<file path="src/rtl/pn_token_tx.sv">
// Host-side token transmitter for the Polish-notation evaluator: buffer, shape check, stream, collect.
// Optional response watchdog is enabled by defining PN_TX_TIMEOUT_EN.
module pn_token_tx #(
    parameter int unsigned MAX_TOK     = 12,
    parameter int unsigned TIMEOUT_CYC = 64
) (
    input  logic        clk,
    input  logic        rst_n,
    input  logic        ld_valid,
    output logic        ld_ready,
    input  logic        ld_op,
    input  logic [2:0]  ld_val,
    input  logic        start,
    input  logic [1:0]  start_mode,
    output logic        pn_in_valid,
    output logic [1:0]  pn_mode,
    output logic        pn_operator,
    output logic [2:0]  pn_in,
    input  logic        rsp_valid,
    input  logic [31:0] rsp_data,
    output logic        res_valid,
    output logic [31:0] res_data,
    output logic [1:0]  res_idx,
    output logic        busy,
    output logic        done,
    output logic [1:0]  err
);
    localparam int unsigned IW = 4;
    localparam int unsigned NW = 3;

    typedef enum logic [2:0] {S_IDLE, S_CHECK, S_SEND, S_WAIT, S_DONE} state_t;

    if (MAX_TOK < 3 || MAX_TOK > 15 || TIMEOUT_CYC < 2) begin : g_cfg_check
        $error("pn_token_tx: unsupported MAX_TOK/TIMEOUT_CYC");
    end

    state_t        state, state_nx;
    logic [IW-1:0] count, idx, depth;
    logic          bad;
    logic [1:0]    mode;
    logic [NW-1:0] nres;
    logic          buf_op  [MAX_TOK];
    logic [2:0]    buf_val [MAX_TOK];

    logic          push_c, last_scan_c, chk_op_c, tok_bad_c, shape_bad_c, fail_c, timeout_c;
    logic [IW-1:0] chk_pos_c, depth_nx_c, count_nx, sel_c;
    logic [1:0]    phase_c;
    logic [NW-1:0] exp_c;

    logic          ld_ready_nx, busy_nx, done_nx, pn_in_valid_nx, pn_operator_nx, res_valid_nx;
    logic [1:0]    err_nx, pn_mode_nx;
    logic [2:0]    pn_in_nx;

    // Scan position walks backwards for full prefix so both full modes share the depth rule
    assign push_c      = (state == S_IDLE) && ld_valid && (count < IW'(MAX_TOK));
    assign last_scan_c = (idx == count - IW'(1));
    assign chk_pos_c   = (mode == 2'd2) ? (count - IW'(1) - idx) : idx;
    assign chk_op_c    = buf_op[chk_pos_c];
    assign phase_c     = 2'(idx % IW'(3));
    assign depth_nx_c  = chk_op_c ? (depth - IW'(1)) : (depth + IW'(1));
    assign exp_c       = mode[1] ? NW'(1) : NW'(count / IW'(3));
    assign fail_c      = bad | tok_bad_c | shape_bad_c;

    always_comb begin
        tok_bad_c   = 1'b0;
        shape_bad_c = 1'b0;
        case (mode)
            2'd0: begin
                tok_bad_c   = (chk_op_c != (phase_c == 2'd0));
                shape_bad_c = ((count % IW'(3)) != '0);
            end
            2'd1: begin
                tok_bad_c   = (chk_op_c != (phase_c == 2'd2));
                shape_bad_c = ((count % IW'(3)) != '0);
            end
            default: begin
                tok_bad_c   = chk_op_c && (depth < IW'(2));
                shape_bad_c = (depth_nx_c != IW'(1));
            end
        endcase
    end

`ifdef PN_TX_TIMEOUT_EN
    localparam int unsigned TW = $clog2(TIMEOUT_CYC + 1);
    logic [TW-1:0] wait_cnt;

    always_ff @(posedge clk) begin
        if (!rst_n || state != S_WAIT || rsp_valid) wait_cnt <= '0;
        else                                        wait_cnt <= wait_cnt + TW'(1);
    end

    assign timeout_c = (state == S_WAIT) && !rsp_valid && (wait_cnt == TW'(TIMEOUT_CYC - 1));
`else
    assign timeout_c = 1'b0;
`endif

    always_ff @(posedge clk) begin
        if (!rst_n) state <= S_IDLE;
        else        state <= state_nx;
    end

    always_comb begin
        state_nx = state;
        case (state)
            S_IDLE:  if (start) state_nx = S_CHECK;
            S_CHECK: begin
                if (count == '0)      state_nx = S_DONE;
                else if (last_scan_c) state_nx = fail_c ? S_DONE : S_SEND;
            end
            S_SEND:  if (idx == count) state_nx = S_WAIT;
            S_WAIT:  if ((rsp_valid && (nres + NW'(1) == exp_c)) || timeout_c) state_nx = S_DONE;
            S_DONE:  state_nx = S_IDLE;
            default: state_nx = S_IDLE;
        endcase
    end

    // Next values of the registered outputs; token k is staged while idx points at k
    always_comb begin
        count_nx = count;
        if (push_c)          count_nx = count + IW'(1);
        if (state == S_DONE) count_nx = '0;
        ld_ready_nx    = (state_nx == S_IDLE) && (count_nx < IW'(MAX_TOK));
        busy_nx        = (state_nx != S_IDLE);
        done_nx        = (state_nx == S_DONE);
        err_nx         = err;
        if (state == S_IDLE && start) err_nx = 2'd0;
        if (state_nx == S_DONE)
            err_nx = (state == S_CHECK) ? 2'd1 : (timeout_c ? 2'd2 : 2'd0);
        pn_in_valid_nx = (state == S_CHECK && state_nx == S_SEND) || (state == S_SEND && idx != count);
        pn_mode_nx     = (state == S_CHECK && state_nx == S_SEND) ? mode : 2'd0;
        sel_c          = (pn_in_valid_nx && state == S_SEND) ? idx : '0;
        pn_operator_nx = pn_in_valid_nx ? buf_op[sel_c] : 1'b0;
        pn_in_nx       = pn_in_valid_nx ? buf_val[sel_c] : 3'd0;
        res_valid_nx   = (state == S_WAIT) && rsp_valid;
    end

    always_ff @(posedge clk) begin
        if (push_c) begin
            buf_op[count]  <= ld_op;
            buf_val[count] <= ld_val;
        end
    end

    always_ff @(posedge clk) begin
        if (!rst_n) begin
            count       <= '0;
            idx         <= '0;
            depth       <= '0;
            bad         <= 1'b0;
            mode        <= 2'd0;
            nres        <= '0;
            ld_ready    <= 1'b1;
            busy        <= 1'b0;
            done        <= 1'b0;
            err         <= 2'd0;
            pn_in_valid <= 1'b0;
            pn_mode     <= 2'd0;
            pn_operator <= 1'b0;
            pn_in       <= 3'd0;
            res_valid   <= 1'b0;
            res_data    <= 32'd0;
            res_idx     <= 2'd0;
        end else begin
            count       <= count_nx;
            ld_ready    <= ld_ready_nx;
            busy        <= busy_nx;
            done        <= done_nx;
            err         <= err_nx;
            pn_in_valid <= pn_in_valid_nx;
            pn_mode     <= pn_mode_nx;
            pn_operator <= pn_operator_nx;
            pn_in       <= pn_in_nx;
            res_valid   <= res_valid_nx;
            if (res_valid_nx) begin
                res_data <= rsp_data;
                res_idx  <= nres[1:0];
            end
            case (state)
                S_IDLE: if (start) begin
                    mode  <= start_mode;
                    idx   <= '0;
                    depth <= '0;
                    bad   <= 1'b0;
                    nres  <= '0;
                end
                S_CHECK: begin
                    idx   <= (state_nx == S_SEND) ? IW'(1) : idx + IW'(1);
                    depth <= depth_nx_c;
                    bad   <= bad | tok_bad_c;
                end
                S_SEND:  idx <= idx + IW'(1);
                S_WAIT:  if (rsp_valid) nres <= nres + NW'(1);
                default: ;
            endcase
        end
    end
endmodule

</file>
<file path="config.mk">
export PLATFORM = sky130hd
export DESIGN_NAME = pn_token_tx
export DESIGN_NICKNAME = d
export VERILOG_FILES = /design/src/rtl/pn_token_tx.sv
export SDC_FILE = /design/constraint.sdc
export NUM_CORES = 1
export LEC_CHECK = 0
export CELL_PAD_IN_SITES_DETAIL_PLACEMENT = 1
export CELL_PAD_IN_SITES_GLOBAL_PLACEMENT = 1
export CORE_UTILIZATION = 37
export DETAILED_ROUTE_END_ITERATION = 8
export PLACE_DENSITY = 0.88
export SLEW_MARGIN = 30
export SYNTH_ARGS = -nofsm -noshare
export SYNTH_HDL_FRONTEND = slang
export SYNTH_SLANG_ARGS = --single-unit
export TNS_END_PERCENT = 100
</file>
<file path="constraint.sdc">
create_clock -name clk -period 4.5 [get_ports clk]
set_input_delay 0.45 -clock clk [delete_from_list [all_inputs] [get_ports clk]]
set_output_delay 0.45 -clock clk [all_outputs]
set_load 0.005 [all_outputs]
</file>
Yosys cells after proc, flatten, opt, wreduce, memory -nomap -nowiden:

Memories as Yosys holds them, arrays and structs flattened. A register that Yosys moved wholly into a read port is not among the register bits.
Index checks and enable logic that the tools add are counted.

* equality and inequality tests: 18
* reductions and logical operators: 31
* shift operators: 0
* $add $sub $neg: 7
* bitwise gates (word level): 2
* magnitude comparators: 3
* muxes and demuxes: 29
* multiply operators: 0
* div/mod/pow operators: 3

Operator list (number)
* 4-bit two-way mux: 7
* 3-bit two-way mux: 9
* 4-bit by 1-bit adder with 4-bit output, second input constant: 3
* 3-bit one-hot mux with 4 select lines: 1
* 4-bit one-hot mux with 3 select lines: 1
* 1-bit logical AND: 10
* 2-bit AND reduction: 5
* 3-bit by 2-bit == test with 1-bit output, second input constant: 3
* 4-bit == test: 2
* 4-bit < comparator, second input constant: 2
* 4-bit by 2-bit remainder unit with 4-bit output, second input constant: 2
* 4-bit one-hot mux with 2 select lines: 1
* 4-bit by 1-bit subtractor with 4-bit output, second input constant: 2
* 3-bit == test, second input constant: 2
* 3-bit logical NOT: 2
* 3-bit one-hot mux with 2 select lines: 1
* 2-bit nonzero test: 3
* 3-bit nonzero test: 2
* 1-bit two-way mux: 5
* 4-bit by 2-bit divider with 4-bit output, second input constant: 1
* 2-bit == test, second input constant: 2
* 2-bit logical NOT: 2
* 4-bit logical NOT: 1
* 4-bit by 2-bit < comparator with 1-bit output, second input constant: 1
* 17 further kinds: 23

* ROM bits: 0
* input port bits: 43
* bits in registers: 64
* memories: 2
* RAM bits: 48
* latch bits: 0

Memory list
* buf_val: words 12, width 3, read ports 1, clocked after Yosys merged registers in 1, write ports 1, line 43 `logic [2:0] buf_val [MAX_TOK];`
* buf_op: words 12, width 1, read ports 2, clocked after Yosys merged registers in 1, write ports 1, line 42 `logic buf_op [MAX_TOK];`

Longest topological paths before layout:

An unclocked memory read counts as a cell.

* word-level depth: 17
* mapped depth: 21
* mapped depth without buffers: 20

Worst setup path after synthesis:

OpenSTA, ideal clock, no wires.

* path type: register to register
* start point: register count[1]
* end point: register pn_in[2], read port of buf_val
* slack: -175 ps
* stages on the path, launching flop included: 22
* data arrival time: 4602 ps
* buffers on the path: 1
* required time: 4427 ps
* path through: dfxtp_1 clkbuf_1 inv_1 ha_1 xor2_1 ha_1 nor2b_1 a221oi_1 xor2_1 a21o_1 a31oi_4 inv_1 fa_1 xor2_1 and2_1 o21ai_0 a2111o_1 o211a_2 o311ai_4 o2111ai_4 a21o_1 nor3_2

* longest elaborated chain between the ends: 17
* elaborated cells between the ends (all ways): 37

Ends and longest elaborated chain
* start, declared: line 38 `logic [IW-1:0] count, idx, depth;`
* start signal, assigned: line 164 `count <= count_nx;`
* branches (longest 14 deep; another with 4-bit by 2-bit remainder unit with 4-bit output)
* 1-bit logical OR (*): line 129 `pn_in_valid_nx = (state == S_CHECK && state_nx == S_SEND) || (state == S_SEND && idx != count);`
* 1-bit logical AND / 2-bit AND reduction (equally long branches)
* 4-bit two-way mux / 1-bit logical NOT (equally long branches)
* end, declared: line 18 `output logic [2:0] pn_in,`

Mark *: on every way between the ends.
A chain may end at the register's enable or synchronous reset.

Worst setup path after layout:

* start point: register count[0]
* end point: register state[1]

* longest elaborated chain between the ends: 12
* elaborated cells between the ends (all ways): 28

Ends and longest elaborated chain
* branches (longest 11 deep; another with 4-bit by 2-bit remainder unit with 4-bit output)
* 3-bit one-hot mux with 4 select lines (*): line 104 `case (state)`
* end signal, assigned: line 99 `else state <= state_nx;`
* end, declared: line 37 `state_t state, state_nx;`

Marked as above.

==> results <==
## per-stage QoR
| stage | TNS [ns] | worst slack, ns | power [mW] | cell area (um^2) |
|---|---|---|---|---|
| floorplan | 0 | 0.0233 | 1.43 | 5680 |
| global placement | 0 | 0.146 | 1.56 | 6740 |
| detailed placement | -2.00 | -0.312 | 1.60 | 6750 |
| CTS | 0 | 0.00260 | 3.16 | 7540 |
| global route | -0.804 | -0.118 | 3.37 | 7740 |
| finish | -0.205 | -0.0759 | 3.28 | 7740 |
## sequential cells by signal, indices dropped and copies added, names as in the netlist
name         count
buf_val         36
depth            4
res_valid        1
pn_in            3
bad              1
res_data        32
buf_op          12
nres             3
ld_ready         1
done             1
pn_operator      1
res_idx          2
count            4
pn_mode          2
busy             1
pn_in_valid      1
idx              4
err              1
state            3
mode             2
## logic make-up (layout without fill, tap and decap cells)
group | Yosys count | count (layout) | synth area share
mux | 19 | 19 | 0.0529
simple gates | 221 | 221 | 0.183
fa+ha+maj | 22 | 22 | 0.0512
xor+xnor | 19 | 19 | 0.0307
compound gates | 128 | 128 | 0.148
flops | 115 | 115 | 0.490
other cells | 1 | 1 | 0.000661
buf+inv | 63 | 167 | 0.0430
## worst max-delay path, stage by stage, from the launching register on
cell and delay [ns]:
dfxtp_2 0.35, buf_4 0.20, ha_4 0.19, fa_2 0.48
mux2_2 0.33, mux4_2 0.37, a211oi_4 0.23, a31oi_4 0.07
buf_6 0.16, ha_4 0.21, inv_1 0.07, ha_1 0.18
and2_4 0.19, o21ai_4 0.07, a2111o_1 0.39, o211a_4 0.17
o311ai_4 0.09, o2111ai_4 0.24, buf_6 0.19, buf_6 0.12
a31oi_4 0.19
## synthesized netlist by cell type (all sizes together), types with 2 or more instances
| master | count | area share |
|---|---|---|
| a211o | 5 | 0.0077 |
| mux4 | 8 | 0.032 |
| a41oi | 2 | 0.0031 |
| a211oi | 2 | 0.0035 |
| mux2 | 8 | 0.016 |
| o211ai | 8 | 0.011 |
| dfxtp | 67 | 0.24 |
| o311ai | 2 | 0.0062 |
| and3 | 14 | 0.015 |
| inv | 24 | 0.016 |
| mux2i | 3 | 0.0053 |
| nand2b | 7 | 0.0077 |
| or3b | 3 | 0.0051 |
| and2 | 13 | 0.014 |
| o221ai | 3 | 0.0046 |
| ha | 20 | 0.044 |
| edfxtp | 48 | 0.25 |
| nor2 | 35 | 0.023 |
| nand4 | 3 | 0.0033 |
| a31oi | 10 | 0.014 |
| xor2 | 9 | 0.014 |
| nor2b | 10 | 0.011 |
| a21o | 2 | 0.0026 |
| a21oi | 67 | 0.059 |
| buf | 5 | 0.0046 |
| fa | 2 | 0.0071 |
| nand3b | 2 | 0.0026 |
| nand3 | 15 | 0.013 |
| o211a | 2 | 0.0035 |
| nor3b | 3 | 0.0040 |
| nand2 | 103 | 0.068 |
| o21ai | 14 | 0.012 |
| o31a | 2 | 0.0031 |
| xnor2 | 10 | 0.017 |
| nor3 | 8 | 0.0079 |
| or4 | 2 | 0.0026 |
| clkbuf | 34 | 0.022 |
## how the worst max path moves through the flow
stage	end	start	cells after the start
after floorplan	pn_in[2]$_SDFF_PN0_	count[1]$_SDFFE_PP0P_	21
after global placement	pn_in[2]$_SDFF_PN0_	count[0]$_SDFFE_PP0P_	21
after detailed placement	pn_in[2]$_SDFF_PN0_	count[1]$_SDFFE_PP0P_	20
after CTS	pn_in[2]$_SDFF_PN0_	count[1]$_SDFFE_PP0P_	21
after global routing	state[1]$_SDFF_PN0_	count[0]$_SDFFE_PP0P_	20
final	state[1]$_SDFF_PN0_	count[0]$_SDFFE_PP0P_	20
## per-layer routing
metal | track usage | up-vias | share of wire
met4 | 0.146 | 0 | 0.053
met2 | 0.445 | 263 | 0.51
li1 | - | 2248 | -
met3 | 0.0692 | 93 | 0.063
met1 | 0.279 | 2522 | 0.37
met5 | 0 | - | 0
## timing repair
| action | in CTS | in global routing |
|---|---|---|
| hold endpoints to repair | 0 | 0 |
| resized for setup | 21 | 29 |
| setup endpoints to repair | 15 | 15 |
| buffers inserted | 2 | 7 |
| pin swaps | 7 | 18 |
## power groups by stage
stage	clock, mW	sequential (mW)	combinational (mW)
floorplan	0	1.15	0.285
global placement	0	1.15	0.405
detailed placement	0	1.15	0.445
CTS	1.52	1.13	0.511
global route	1.58	1.14	0.645
finish	1.53	1.14	0.617
## cell type report
class / count / area share
clock buffer: 25 / 0.0722
clock inverter: 6 / 0.0141
inverter: 24 / 0.0120
multi-input combinational: 410 / 0.374
sequential: 115 / 0.360
tap: 184 / 0.0297
timing repair buffer: 112 / 0.138
==> results by stage <==
Outcome:
- The run finished, with violations left.
- The final reports fail on setup timing.

Clock tree:
- The CTS root buffer is clkbuf_16.
- At the later pin of the worst-skew pair, clock insertion delay measures 0.44 ns.
- TritonCTS built the clock tree.
- The number of clock buffers added by TritonCTS is 17.
- Counting every sink on the clock net gives 115.
- The deepest level of the CTS H-tree is 4.
- The clock-pin slew on the worst setup and hold paths is 0.06 ns.
- The longest clock path from root to sink contains 2 buffers.
- Hold repair after CTS inserted 0 buffers.

Yosys:
- Yosys mapped a number of flops with a built-in enable equal to 48.
- The number of register bits inferred by synthesis is 115.
- Among all flip-flop cells after synthesis, the most frequent one is dfxtp_1.
- The count of synthesis-stage warnings from yosys is 0.
- Dividing the synthesized area by the synthesized cell count gives 9.65 um^2.
- Synthesis instantiated 64 different standard cells from the library.
- The share of synthesized area occupied by flip-flops and latches is 0.490.
- The cell count after synthesis came out at 588.
- The cell area that synthesis handed to floorplanning was 5670 um^2.
- The synthesized netlist net count is 653.
- For this run, asynchronously set or reset flops after synthesis account for 0.

Placed design:
- The number of buffers added on ports is 88.
- The cell count after placement is 836.
- The HPWL after detailed placement is 12.3 mm.
- The final RePlAce weighted congestion is 0.863.

Hold path:
- The worst-case hold path end point is res_data[30]$_SDFFE_PN0P_.
- Along the worst hold path, the cell count comes to 2.
- The min-delay analysis places its worst path in the category register to register.
- The beginning of the worst hold path is res_data[30]$_SDFFE_PN0P_.

Worst setup path:
- The data required time of the worst path is 4.84 ns.
- The number of cells on the worst reg-to-reg path is 20.
- Data arrives at the worst endpoint at 4.92 ns.
- The category of the most critical setup path is register to register.
- The critical-path maximum fanout is 9.
- The launching element type of the critical path is a register.
- The endpoint class of the critical path is a register.
- The startpoint of the lowest-slack register-to-register path is count[0]$_SDFFE_PP0P_.
- The internal reg-to-reg setup slack is -0.08 ns.
- The terminus of the critical flop-to-flop path is state[1]$_SDFF_PN0_.

Route:
- In the final routed layout, each cell accounts on average for 24.4 um.
- The final wirelength is 21.4 mm.
- Summing over every cut layer, the via total after detailed routing is 5,126.
- The first detailed-routing pass took 5 iterations.
- The detailed-route DRC error count is 0.
- After the first detailed-routing iteration, the DRC count stood at 461.
- The per-cell via count in the routed design is 5.85.
- The antenna violation net count after detailed routing is 0.

STA:
- Setup repair after global routing could not meet its margin everywhere.
- The transition time at the pin with the least slew margin is 0.963 ns.
- The minimum setup slack in the final design is -0.0759 ns.
- The setup clock skew after layout is 0.0152 ns.
- Setup violations remaining at the end of the flow were counted as 5.
- For this run, the top clock speed supported by timing is 219 MHz.
- The minimum clock period is 4.58 ns.
- The number of hold violations in the final report was 0.
- The worst hold slack across all endpoints is 0.455 ns.
- The total count of max-transition violations in the final report is 0.
- Of the available clock period, the critical path in the final layout requires 1.02.
- The worst pin sits at a relative slew slack of 0.357.

Finish:
- Fill cells in the final layout number 1,590.
- In the layout the commonest cells are nand2_1 (102), clkdlybuf4s50_1 (88), dfxtp_1 (65).
- Of the cells placed in the final design, the portion with a size suffix greater than 1 is 0.166.
- The number of cells in the finished layout apart from fillers is 876.
- The area overhead of the layout relative to synthesis is 36.5%.
- The area taken by flip-flops and latches is 2790 um^2.
- The share of the core filled with cells in the final layout is 0.525.
- The multi-input combinational cells in the finished layout cover a total of 2900 um^2.
- In the final design database the tool counted 745 nets.
- The most frequent standard cell in the layout excluding fill and tap cells is nand2_1.
- The number of diodes is 0.

Floorplan:
- The starting density of the core is 0.385.
- The die height is 126 um.
- The number of placement rows is 44.
- The area of the core region is 14,800 um^2.
- The die outline width is 126 um.
- The number of I/O pins is 90.
- The die footprint is 15,800 um^2.

Power:
- The internal power contribution is 2.40 mW.
- The share of power burned in the clock network is 0.465.
- The net switching component of the power is 0.884 mW.
- The analysis attributes to cell leakage a power of 2.78 nW.
- Power spread over the standard cell area amounts to 424 nW/um^2.
- The worst IR drop on VDD is 266 uV.
- The net switching fraction of the power is 0.269.
- Of the total power, registers draw 0.347.
- Of the total power, combinational logic draws 0.188.

Global route:
- The initial antenna violation count is 0.
- The via count of the first global-routing pass is 5,424.
- The total track usage is 0.255.
- The maximum number of pins on one net before global-route repair is 54.
- The first-pass GRT wire length is 30.4 mm.
- Summed over all layers, the global routing overflow is 0.

Run:
- Across the run, the number of max-cap violations was 0.
Power figures use the tool's default switching activity.
